==> src/rtl/plic_arb_round_ctrl_if.sv <==
// Bundle between the PLIC control logic, the per-hart round arbiter and the
// round sequencer. The slave side is the sequencer.
interface plic_arb_round_ctrl_if #(
  parameter int ROUND_WIDTH = 5,
  parameter int ID_NUM      = 10,
  parameter int PRIO_BIT    = 5
) ();
  logic                   arb_trigger;
  logic                   ctrl_abort;
  logic [PRIO_BIT-1:0]    hart_threshold;
  logic                   arb_int_req;
  logic [ID_NUM-1:0]      arb_int_id;
  logic [PRIO_BIT-1:0]    arb_int_prio;
  logic                   ctrl_arb_new_arb_start;
  logic [ROUND_WIDTH-1:0] ctrl_arb_select_round;
  logic                   ctrl_busy;
  logic                   res_vld;
  logic                   res_int_req;
  logic [ID_NUM-1:0]      res_int_id;
  logic [PRIO_BIT-1:0]    res_int_prio;

  modport slave (
    input  arb_trigger, ctrl_abort, hart_threshold,
    input  arb_int_req, arb_int_id, arb_int_prio,
    output ctrl_arb_new_arb_start, ctrl_arb_select_round, ctrl_busy,
    output res_vld, res_int_req, res_int_id, res_int_prio
  );

  modport master (
    output arb_trigger, ctrl_abort, hart_threshold,
    output arb_int_req, arb_int_id, arb_int_prio,
    input  ctrl_arb_new_arb_start, ctrl_arb_select_round, ctrl_busy,
    input  res_vld, res_int_req, res_int_id, res_int_prio
  );
endinterface

==> src/rtl/plic_arb_round_ctrl.sv <==
// Round sequencer for the PLIC 32-to-1 arbiter: start pulse, round sweep,
// pipeline flush, then a thresholded one-cycle result.
module plic_arb_round_ctrl #(
  parameter int ROUND_NUM   = 32,
  parameter int ROUND_WIDTH = 5,
  parameter int ID_NUM      = 10,
  parameter int PRIO_BIT    = 5,
  parameter int PIPE_DLY    = 2
) (
  input logic                  arb_clk_i,
  input logic                  plicrst_b_i,
  plic_arb_round_ctrl_if.slave bus_if
);

  localparam int FW = (PIPE_DLY > 1) ? $clog2(PIPE_DLY) : 1;
  localparam logic [ROUND_WIDTH-1:0] LAST_ROUND = ROUND_WIDTH'(ROUND_NUM - 1);
  localparam logic [FW-1:0]          LAST_FLUSH = FW'(PIPE_DLY - 1);

  typedef enum logic [2:0] {IDLE, START, SWEEP, FLUSH, CAPTURE} state_e;

  state_e                 state_q, state_d;
  logic [ROUND_WIDTH-1:0] round_q, round_d;
  logic [FW-1:0]          flush_q, flush_d;
  logic                   rerun_q, rerun_d;
  logic                   res_vld_q;
  logic                   res_req_q;
  logic [ID_NUM-1:0]      res_id_q;
  logic [PRIO_BIT-1:0]    res_prio_q;

  always_ff @(posedge arb_clk_i) begin
    if (!plicrst_b_i) begin
      state_q    <= IDLE;
      round_q    <= '0;
      flush_q    <= '0;
      rerun_q    <= 1'b0;
      res_vld_q  <= 1'b0;
      res_req_q  <= 1'b0;
      res_id_q   <= '0;
      res_prio_q <= '0;
    end else begin
      state_q   <= state_d;
      round_q   <= round_d;
      flush_q   <= flush_d;
      rerun_q   <= rerun_d;
      res_vld_q <= (state_q == CAPTURE);
      if (state_q == CAPTURE) begin
        res_req_q  <= bus_if.arb_int_req && (bus_if.arb_int_prio > bus_if.hart_threshold);
        res_id_q   <= bus_if.arb_int_id;
        res_prio_q <= bus_if.arb_int_prio;
      end
    end
  end

  always_comb begin
    state_d = state_q;
    round_d = round_q;
    flush_d = flush_q;
    rerun_d = rerun_q;
    case (state_q)
      IDLE: begin
        round_d = '0;
        if (bus_if.arb_trigger) state_d = START;
      end
      START: begin
        state_d = SWEEP;
        round_d = ROUND_WIDTH'(1);
      end
      SWEEP: begin
        if (round_q == LAST_ROUND) begin
          state_d = FLUSH;
          flush_d = '0;
        end else begin
          round_d = round_q + ROUND_WIDTH'(1);
        end
      end
      FLUSH: begin
        if (flush_q == LAST_FLUSH) begin
          state_d = CAPTURE;
          flush_d = '0;
          round_d = '0;
        end else begin
          flush_d = flush_q + FW'(1);
        end
      end
      CAPTURE: begin
        state_d = (rerun_q || bus_if.arb_trigger) ? START : IDLE;
        rerun_d = 1'b0;
        round_d = '0;
      end
      default: begin
        state_d = IDLE;
        round_d = '0;
        flush_d = '0;
        rerun_d = 1'b0;
      end
    endcase
    // Abort wins over trigger; triggers while busy coalesce into one rerun.
    if (state_q == START || state_q == SWEEP || state_q == FLUSH) begin
      if (bus_if.ctrl_abort) begin
        state_d = START;
        round_d = '0;
        flush_d = '0;
        rerun_d = 1'b0;
      end else if (bus_if.arb_trigger) begin
        rerun_d = 1'b1;
      end
    end
  end

  always_comb begin
    bus_if.ctrl_arb_new_arb_start = (state_q == START);
    bus_if.ctrl_busy              = (state_q != IDLE);
    bus_if.ctrl_arb_select_round  = round_q;
    bus_if.res_vld                = res_vld_q;
    bus_if.res_int_req            = res_req_q;
    bus_if.res_int_id             = res_id_q;
    bus_if.res_int_prio           = res_prio_q;
  end

endmodule

==> src/flat_wrapper.sv <==
// flat-port wrapper written by rule: the top's interface ports become plain ports
module plic_arb_round_ctrl_flat 
#(
  parameter int ROUND_NUM   = 32,
  parameter int ROUND_WIDTH = 5,
  parameter int ID_NUM      = 10,
  parameter int PRIO_BIT    = 5,
  parameter int PIPE_DLY    = 2
)
  (arb_clk_i, plicrst_b_i, bus_if_arb_trigger, bus_if_ctrl_abort, bus_if_hart_threshold, bus_if_arb_int_req, bus_if_arb_int_id, bus_if_arb_int_prio, bus_if_ctrl_arb_new_arb_start, bus_if_ctrl_arb_select_round, bus_if_ctrl_busy, bus_if_res_vld, bus_if_res_int_req, bus_if_res_int_id, bus_if_res_int_prio);
  plic_arb_round_ctrl_if #(.ROUND_WIDTH(ROUND_WIDTH), .ID_NUM(ID_NUM), .PRIO_BIT(PRIO_BIT)) bus_if_i ();
  input logic arb_clk_i;
  input logic plicrst_b_i;
  input wire logic [$bits(bus_if_i.arb_trigger)-1:0] bus_if_arb_trigger;
  input wire logic [$bits(bus_if_i.ctrl_abort)-1:0] bus_if_ctrl_abort;
  input wire logic [$bits(bus_if_i.hart_threshold)-1:0] bus_if_hart_threshold;
  input wire logic [$bits(bus_if_i.arb_int_req)-1:0] bus_if_arb_int_req;
  input wire logic [$bits(bus_if_i.arb_int_id)-1:0] bus_if_arb_int_id;
  input wire logic [$bits(bus_if_i.arb_int_prio)-1:0] bus_if_arb_int_prio;
  output wire logic [$bits(bus_if_i.ctrl_arb_new_arb_start)-1:0] bus_if_ctrl_arb_new_arb_start;
  output wire logic [$bits(bus_if_i.ctrl_arb_select_round)-1:0] bus_if_ctrl_arb_select_round;
  output wire logic [$bits(bus_if_i.ctrl_busy)-1:0] bus_if_ctrl_busy;
  output wire logic [$bits(bus_if_i.res_vld)-1:0] bus_if_res_vld;
  output wire logic [$bits(bus_if_i.res_int_req)-1:0] bus_if_res_int_req;
  output wire logic [$bits(bus_if_i.res_int_id)-1:0] bus_if_res_int_id;
  output wire logic [$bits(bus_if_i.res_int_prio)-1:0] bus_if_res_int_prio;
  assign bus_if_i.arb_trigger = bus_if_arb_trigger;
  assign bus_if_i.ctrl_abort = bus_if_ctrl_abort;
  assign bus_if_i.hart_threshold = bus_if_hart_threshold;
  assign bus_if_i.arb_int_req = bus_if_arb_int_req;
  assign bus_if_i.arb_int_id = bus_if_arb_int_id;
  assign bus_if_i.arb_int_prio = bus_if_arb_int_prio;
  assign bus_if_ctrl_arb_new_arb_start = bus_if_i.ctrl_arb_new_arb_start;
  assign bus_if_ctrl_arb_select_round = bus_if_i.ctrl_arb_select_round;
  assign bus_if_ctrl_busy = bus_if_i.ctrl_busy;
  assign bus_if_res_vld = bus_if_i.res_vld;
  assign bus_if_res_int_req = bus_if_i.res_int_req;
  assign bus_if_res_int_id = bus_if_i.res_int_id;
  assign bus_if_res_int_prio = bus_if_i.res_int_prio;
  plic_arb_round_ctrl #(.ROUND_NUM(ROUND_NUM), .ROUND_WIDTH(ROUND_WIDTH), .ID_NUM(ID_NUM), .PRIO_BIT(PRIO_BIT), .PIPE_DLY(PIPE_DLY)) u_core (.arb_clk_i(arb_clk_i), .plicrst_b_i(plicrst_b_i), .bus_if(bus_if_i));
endmodule
==> config.mk <==
export PLATFORM = sky130hd
export DESIGN_NAME = plic_arb_round_ctrl_flat
export DESIGN_NICKNAME = d
export VERILOG_FILES = /design/src/rtl/plic_arb_round_ctrl_if.sv /design/src/rtl/plic_arb_round_ctrl.sv /design/src/flat_wrapper.sv
export SDC_FILE = /design/constraint.sdc
export NUM_CORES = 1
export LEC_CHECK = 0
export CELL_PAD_IN_SITES_DETAIL_PLACEMENT = 1
export CELL_PAD_IN_SITES_GLOBAL_PLACEMENT = 1
export CORE_MARGIN = 2
export CORE_UTILIZATION = 31
export DETAILED_ROUTE_END_ITERATION = 6
export PLACE_DENSITY_LB_ADDON = 0.1
export SLEW_MARGIN = 40
export SYNTH_ARGS = -nofsm -noshare
export SYNTH_HDL_FRONTEND = slang
export SYNTH_SLANG_ARGS = --single-unit
==> constraint.sdc <==
create_clock -name arb_clk_i -period 1.8 [get_ports arb_clk_i]
set_input_delay 0.18 -clock arb_clk_i [delete_from_list [all_inputs] [get_ports arb_clk_i]]
set_output_delay 0.18 -clock arb_clk_i [all_outputs]
set_load 0.01 [all_outputs]
==> out/summary.txt, run 1 <==
Gr usage total -> 0.164
Yosys warns -> 0
Asr flop ratio synth -> 0
Final setup fails -> 0
GRT overflow -> 0
Longest Clk Path Bufs -> 2
Syn nets -> 178
Worst-path clk slew -> 0.10 ns
CP Buf/Inv Count -> 1
RSZ-0062 raised after global routing -> false
Synth-to-layout area growth -> 44.7%
Vias in the first global route -> 1,271
CTS sink cnt -> 27
Core Region -> 0.00403 mm^2
DR WL/cell -> 14.6 um
Drt via density -> 5.05
Sequential area share after synthesis -> 0.415
Area of the mapped netlist -> 0.00130 mm^2
Die width -> 68.8 um
Register bit total from synthesis -> 27
Final hold violation count -> 0
Outcome -> finished, final reports clean
PortBufs -> 48
Pwr Density -> 601 mW/mm^2
CTS Root Cell -> clkbuf_8
# DRC -> 0
Starting DRT DRC Count -> 42
Critical Path Slowest Stage Cell -> clkdlybuf4s50_1
Total Wirelength -> 3.61 mm
Share of post-route cells with drive strength above 1 -> 0.106
Setup crit start kind -> flip-flop
Htree depth -> 1
First-pass iteration count of the detailed router -> 4
Worst hold margin -> 0.442 ns
Max VDD drop -> 0.498 mV
Worst EP arrival -> 1.56 ns
Die span in y -> 68.8 um
Crit share post-route -> 0.967
Mean Syn Cell Area -> 8.85 um^2
Top_reg_cell synth -> dfxtp_1
Post-synthesis cell count -> 147
CTS Buf Count -> 3
IO Pins -> 49
Relative slew slack -> 0.563
Worst EP required -> 1.62 ns
Leakage -> 0.000664 uW
CTS tree -> done
Routability cong. -> 0.793
Global-route wire length before repair -> 5.75 mm
Post-detail-place hpwl -> 2.76 mm
Slew Limit Fails -> 0
Die Footprint -> 0.00473 mm^2
Tmin final -> 1.74 ns
Largest net degree at the start of global routing -> 19
Top Family by Delay on Critical Path -> buffers and inverters
Max_cap viols -> 0
Crit-path cells -> or3_1 -> clkdlybuf4s50_1
TNS Setup -> 0 ns
Number of rows in the core area -> 23
Fmax -> 574 MHz
# hold bufs at CTS -> 0
Crit Path Max Fanout -> 11
Antenna diodes -> 0
Library cells used by synthesis -> 41
Post-layout nets -> 230
DRT antenna net count -> 0
Clock Skews -> 0.00717 ns
Initial antenna violation count -> 0
Initial core utilization -> 0.323
Number of enable flip-flop cells after synthesis -> 0
Worst Tran Pin Value -> 0.655 ns
Worst Setup End Kind -> primary output
Hold crit path type -> input port to flip-flop
Vias -> 1,252
Worst Path Class, Setup -> flip-flop to primary output
Worst-Skew Late Latency -> 0.28 ns
CP max stage delay -> 0.49 ns
-- metal layers --
layer / global-route usage / vias up / wire length (um)
met3: 0.0357 / 6 / 181
met5: 0 / - / 0
li1: - / 624 / -
met2: 0.288 / 30 / 1740
met1: 0.195 / 592 / 1610
met4: 0.0613 / 0 / 74
-- where the power goes --
part           internal, uW  switching (uW)  total, uW
logic                  94.5            65.3        160
clock network           156             201        356
registers               604            11.0        615
total                   854             277       1130
-- area by class of cell --
class / instances / area, um^2
well taps: 50 / 62.6
clock inverters: 1 / 5.00
fillers: 478 / 2150
inverters: 10 / 37.5
flip-flops and latches: 27 / 543
repair buffers: 55 / 533
multi-input cells: 102 / 661
clock buffers: 3 / 41.3
-- synthesized netlist by cell type (2+ instances only) --
cell | count | area, um^2
nand2_1 | 36 | 135
dfxtp_1 | 27 | 541
a21oi_1 | 18 | 90.1
inv_1 | 9 | 33.8
ha_1 | 6 | 75.1
a211oi_1 | 4 | 30.0
buf_6 | 4 | 45.0
a31oi_1 | 3 | 18.8
nand4_1 | 3 | 18.8
and4_1 | 2 | 17.5
buf_4 | 2 | 15.0
nor3b_2 | 2 | 25.0
nor3b_4 | 2 | 37.5
o21ai_0 | 2 | 10.0
-- cell usage in the layout, fill, tap and decap left out, types with 2 or more instances in the layout --
cell type        netlist  layout
a31oi_1                3       3
a211oi_1               4       4
inv_1                  9       9
clkdlybuf4s50_1        0      48
o21ai_0                2       2
nor3b_4                2       3
dfxtp_2                0       2
and4_1                 2       2
nand4_1                3       3
ha_1                   6       6
a21oi_1               18      18
nand2_1               36      36
clkbuf_8               0       3
dfxtp_1               27      25
buf_4                  2       7
-- worst reg2reg max path: stages, from the launching register on --
cell and delay (ns):
dfxtp_1 0.44, ha_1 0.26, and4_1 0.26, a21boi_1 0.12
a311oi_1 0.29
-- worst paths after layout --
kind	to	startpoint	slack, ns	depth (start not counted)
max	bus_if_ctrl_busy	u_core.state_q[1]$_SDFF_PN0_	0.06	2
min	u_core.bus_if.res_int_id[7]$_SDFFE_PN0N_	bus_if_arb_int_id[7]	0.44	3
max reg2reg	u_core.bus_if.ctrl_arb_select_round[0]$_SDFF_PN0_	u_core.bus_if.ctrl_arb_select_round[0]$_SDFF_PN0_	0.34	4
min reg2reg	u_core.bus_if.res_int_id[1]$_SDFFE_PN0N_	u_core.bus_if.res_int_id[1]$_SDFFE_PN0N_	0.46	2
-- state kept, by name, summed over array words and instances (netlist names) --
signal and cells:
u_core.bus_if.res_int_req 1, u_core.bus_if.res_int_prio 5, u_core.rerun_q 1, u_core.flush_q 1
u_core.bus_if.res_vld 1, u_core.bus_if.res_int_id 10, u_core.state_q 3, u_core.bus_if.ctrl_arb_select_round 5
-- timing repair --
action,CTS,global route
pin swaps,1,0
setup endpoints to repair,2,1
setup buffers,0,0
gates resized for setup,1,2
-- logic make-up (layout without fill, tap and decap cells) --
kind of cell	after synthesis	in the layout	share of synthesized area
buf+inv	18	69	0.0817
simple gates	57	57	0.255
fa+ha+maj	6	6	0.0577
flops	27	27	0.415
compound gates	39	39	0.190
-- per-stage QoR --
step | worst slack (ns) | instances | total power [uW] | util | area [um^2]
final | 0.0586 | 248 | 1130 | 0.467 | 1880
after global routing | 0.0115 | 248 | 1180 | 0.467 | 1880
after CTS | 0.0131 | 248 | 1150 | 0.466 | 1880
after detailed placement | 0.206 | 244 | 787 | 0.454 | 1830
after global placement | 0.261 | 244 | 780 | 0.454 | 1830
after floorplan | 0.494 | 147 | 700 | - | 1300
(Power assumes the default switching activity.)
==> run 2: changes to the inputs <==
- CORE_ASPECT_RATIO: default -> 1.75
==> run 2 against run 1 <==
  * Combinational power decreased by 3%
  * Clock skew decreased by 0.0035 ns
  * Hold slack better by 0.0041 ns
  * Flip-flop and latch count is the same
  * Routed wire length decreased by 3.5%
  * Register-to-register slack got worse by 0.04 ns
  * Non-clock buffer count is 2 lower
  * Clock-buffer cell count unchanged
  * Sequential power barely moved
  * Via count up 0.40%
  * Critical endpoint is now bus_if_ctrl_arb_new_arb_start
  * Largest cell class unchanged
  * Largest power group unchanged
==> out/summary.txt, run 2 (synthesis results as in run 1) <==
Outcome -> finished, final reports clean
Die span in y -> 89.7 um
CTS Buf Count -> 3
Relative slew slack -> 0.620
Final hold violation count -> 0
CTS tree -> done
Core Region -> 0.00407 mm^2
Total Wirelength -> 3.48 mm
Initial core utilization -> 0.320
Antenna diodes -> 0
First-pass iteration count of the detailed router -> 4
Place WS -> 0.187 ns
Htree depth -> 1
Largest register FFs -> 10
Leakage -> 0.000663 uW
Crit Path Max Fanout -> 11
Synth-to-layout area growth -> 44.0%
Fmax -> 590 MHz
Final setup fails -> 0
RSZ-0062 raised after global routing -> false
IO Pins -> 49
Layout fillers -> 498
Gr usage total -> 0.161
Hold crit path type -> input port to flip-flop
Most frequent cells in the layout -> 47 x clkdlybuf4s50_1, 36 x nand2_1, 25 x dfxtp_1
Clock Skews -> 0.00364 ns
Max VDD drop -> 0.415 mV
Tmin final -> 1.69 ns
Hold depth -> 3
Worst EP arrival -> 1.51 ns
Worst-Skew Late Latency -> 0.27 ns
Routability cong. -> 0.774
Worst EP required -> 1.62 ns
CTS Root Cell -> clkbuf_8
Worst Tran Pin Value -> 0.570 ns
Post-CTS setup buffers -> 0
Vias -> 1,257
Initial antenna violation count -> 0
Starting DRT DRC Count -> 23
DRT antenna net count -> 0
DR WL/cell -> 14.2 um
Number of rows in the core area -> 31
Crit share post-route -> 0.941
Drt via density -> 5.13
Worst-path clk slew -> 0.10 ns
Largest net degree at the start of global routing -> 19
Pwr Density -> 597 mW/mm^2
CTS sink cnt -> 27
Share of post-route cells with drive strength above 1 -> 0.0969
Slew Limit Fails -> 0
Longest Clk Path Bufs -> 2
Global-route wire length before repair -> 5.95 mm
Total Power -> 1120 uW
Path depth of the worst reg2reg path -> 3
PortBufs -> 48
Worst Path Class, Setup -> flip-flop to primary output
GRT overflow -> 0
# DRC -> 0
Min setup slack post-route -> 0.106 ns
Post-layout nets -> 228
Die width -> 53.0 um
Max_cap viols -> 0
Setup crit start kind -> flip-flop
Die Footprint -> 0.00475 mm^2
Vias in the first global route -> 1,337
Post-detail-place hpwl -> 2.76 mm
Commonest non-fill, non-tap cell in the layout -> clkdlybuf4s50_1
Worst Setup End Kind -> primary output
TNS Setup -> 0 ns
[run 2: cell types whose count changed in the layout (fill, tap and decap cells not counted), sizes merged]
cell / previous run / this run
clkinvlp: 0 / 1
dlymetal6s2s: 0 / 1
buf: 7 / 5
clkdlybuf4s50: 48 / 47
clkinv: 2 / 1
[run 2: final timing paths]
kind	from	to	slack (ns)
setup / recovery	u_core.state_q[1]$_SDFF_PN0_	bus_if_ctrl_arb_new_arb_start	0.11
hold / removal	bus_if_arb_int_id[0]	u_core.bus_if.res_int_id[0]$_SDFFE_PN0N_	0.45
setup reg to reg	u_core.state_q[2]$_SDFF_PN0_	u_core.bus_if.res_int_prio[0]$_SDFFE_PN0N_	0.30
hold reg to reg	u_core.bus_if.res_int_id[3]$_SDFFE_PN0N_	u_core.bus_if.res_int_id[3]$_SDFFE_PN0N_	0.46
[run 2: cell type report]
cell class / count / area [um^2] / area share
Clock inverter: 1 / 7.51 / 0.00401
Timing Repair Buffer: 53 / 520 / 0.278
Inverter: 10 / 37.5 / 0.0200
Clock buffer: 3 / 41.3 / 0.0220
Tap cell: 49 / 61.3 / 0.0327
Sequential cell: 27 / 546 / 0.291
Multi-Input combinational cell: 102 / 661 / 0.352
[run 2: power breakdown]
group          internal, uW  switching (uW)  leakage, uW
logic                  92.3            63.1     0.000423
registers               603            11.5     0.000219
clock network           157             192    0.0000217
total                   852             267     0.000663
[run 2: what timing repair did]
action | CTS | global route
resized for setup | 1 | 4
hold buffers | 0 | 0
gates cloned | 0 | 0
setup endpoints to repair | 2 | 2
[run 2: metal layers]
layer	global-route usage	vias to the layer above	share of wire
met5	0	-	0
met4	0.0598	0	0.0080
met3	0.0249	2	0.047
met2	0.303	28	0.57
met1	0.168	612	0.37
li1	-	615	-
[run 2: per-stage QoR]
step	area [um^2]	std cells	hold slack, ns	util
2_1_floorplan	1300	147	0.296	-
3_5_place_dp	1810	241	0.451	0.445
6_report	1870	245	0.446	0.460
5_1_grt	1870	245	0.464	0.460
3_3_place_gp	1810	241	0.441	0.445
4_1_cts	1860	245	0.438	0.457
[run 2: critical path: stages, from the launching register on]
cell and delay, ns:
dfxtp_4 0.41, nor3b_4 0.25, clkdlybuf4s50_1 0.58
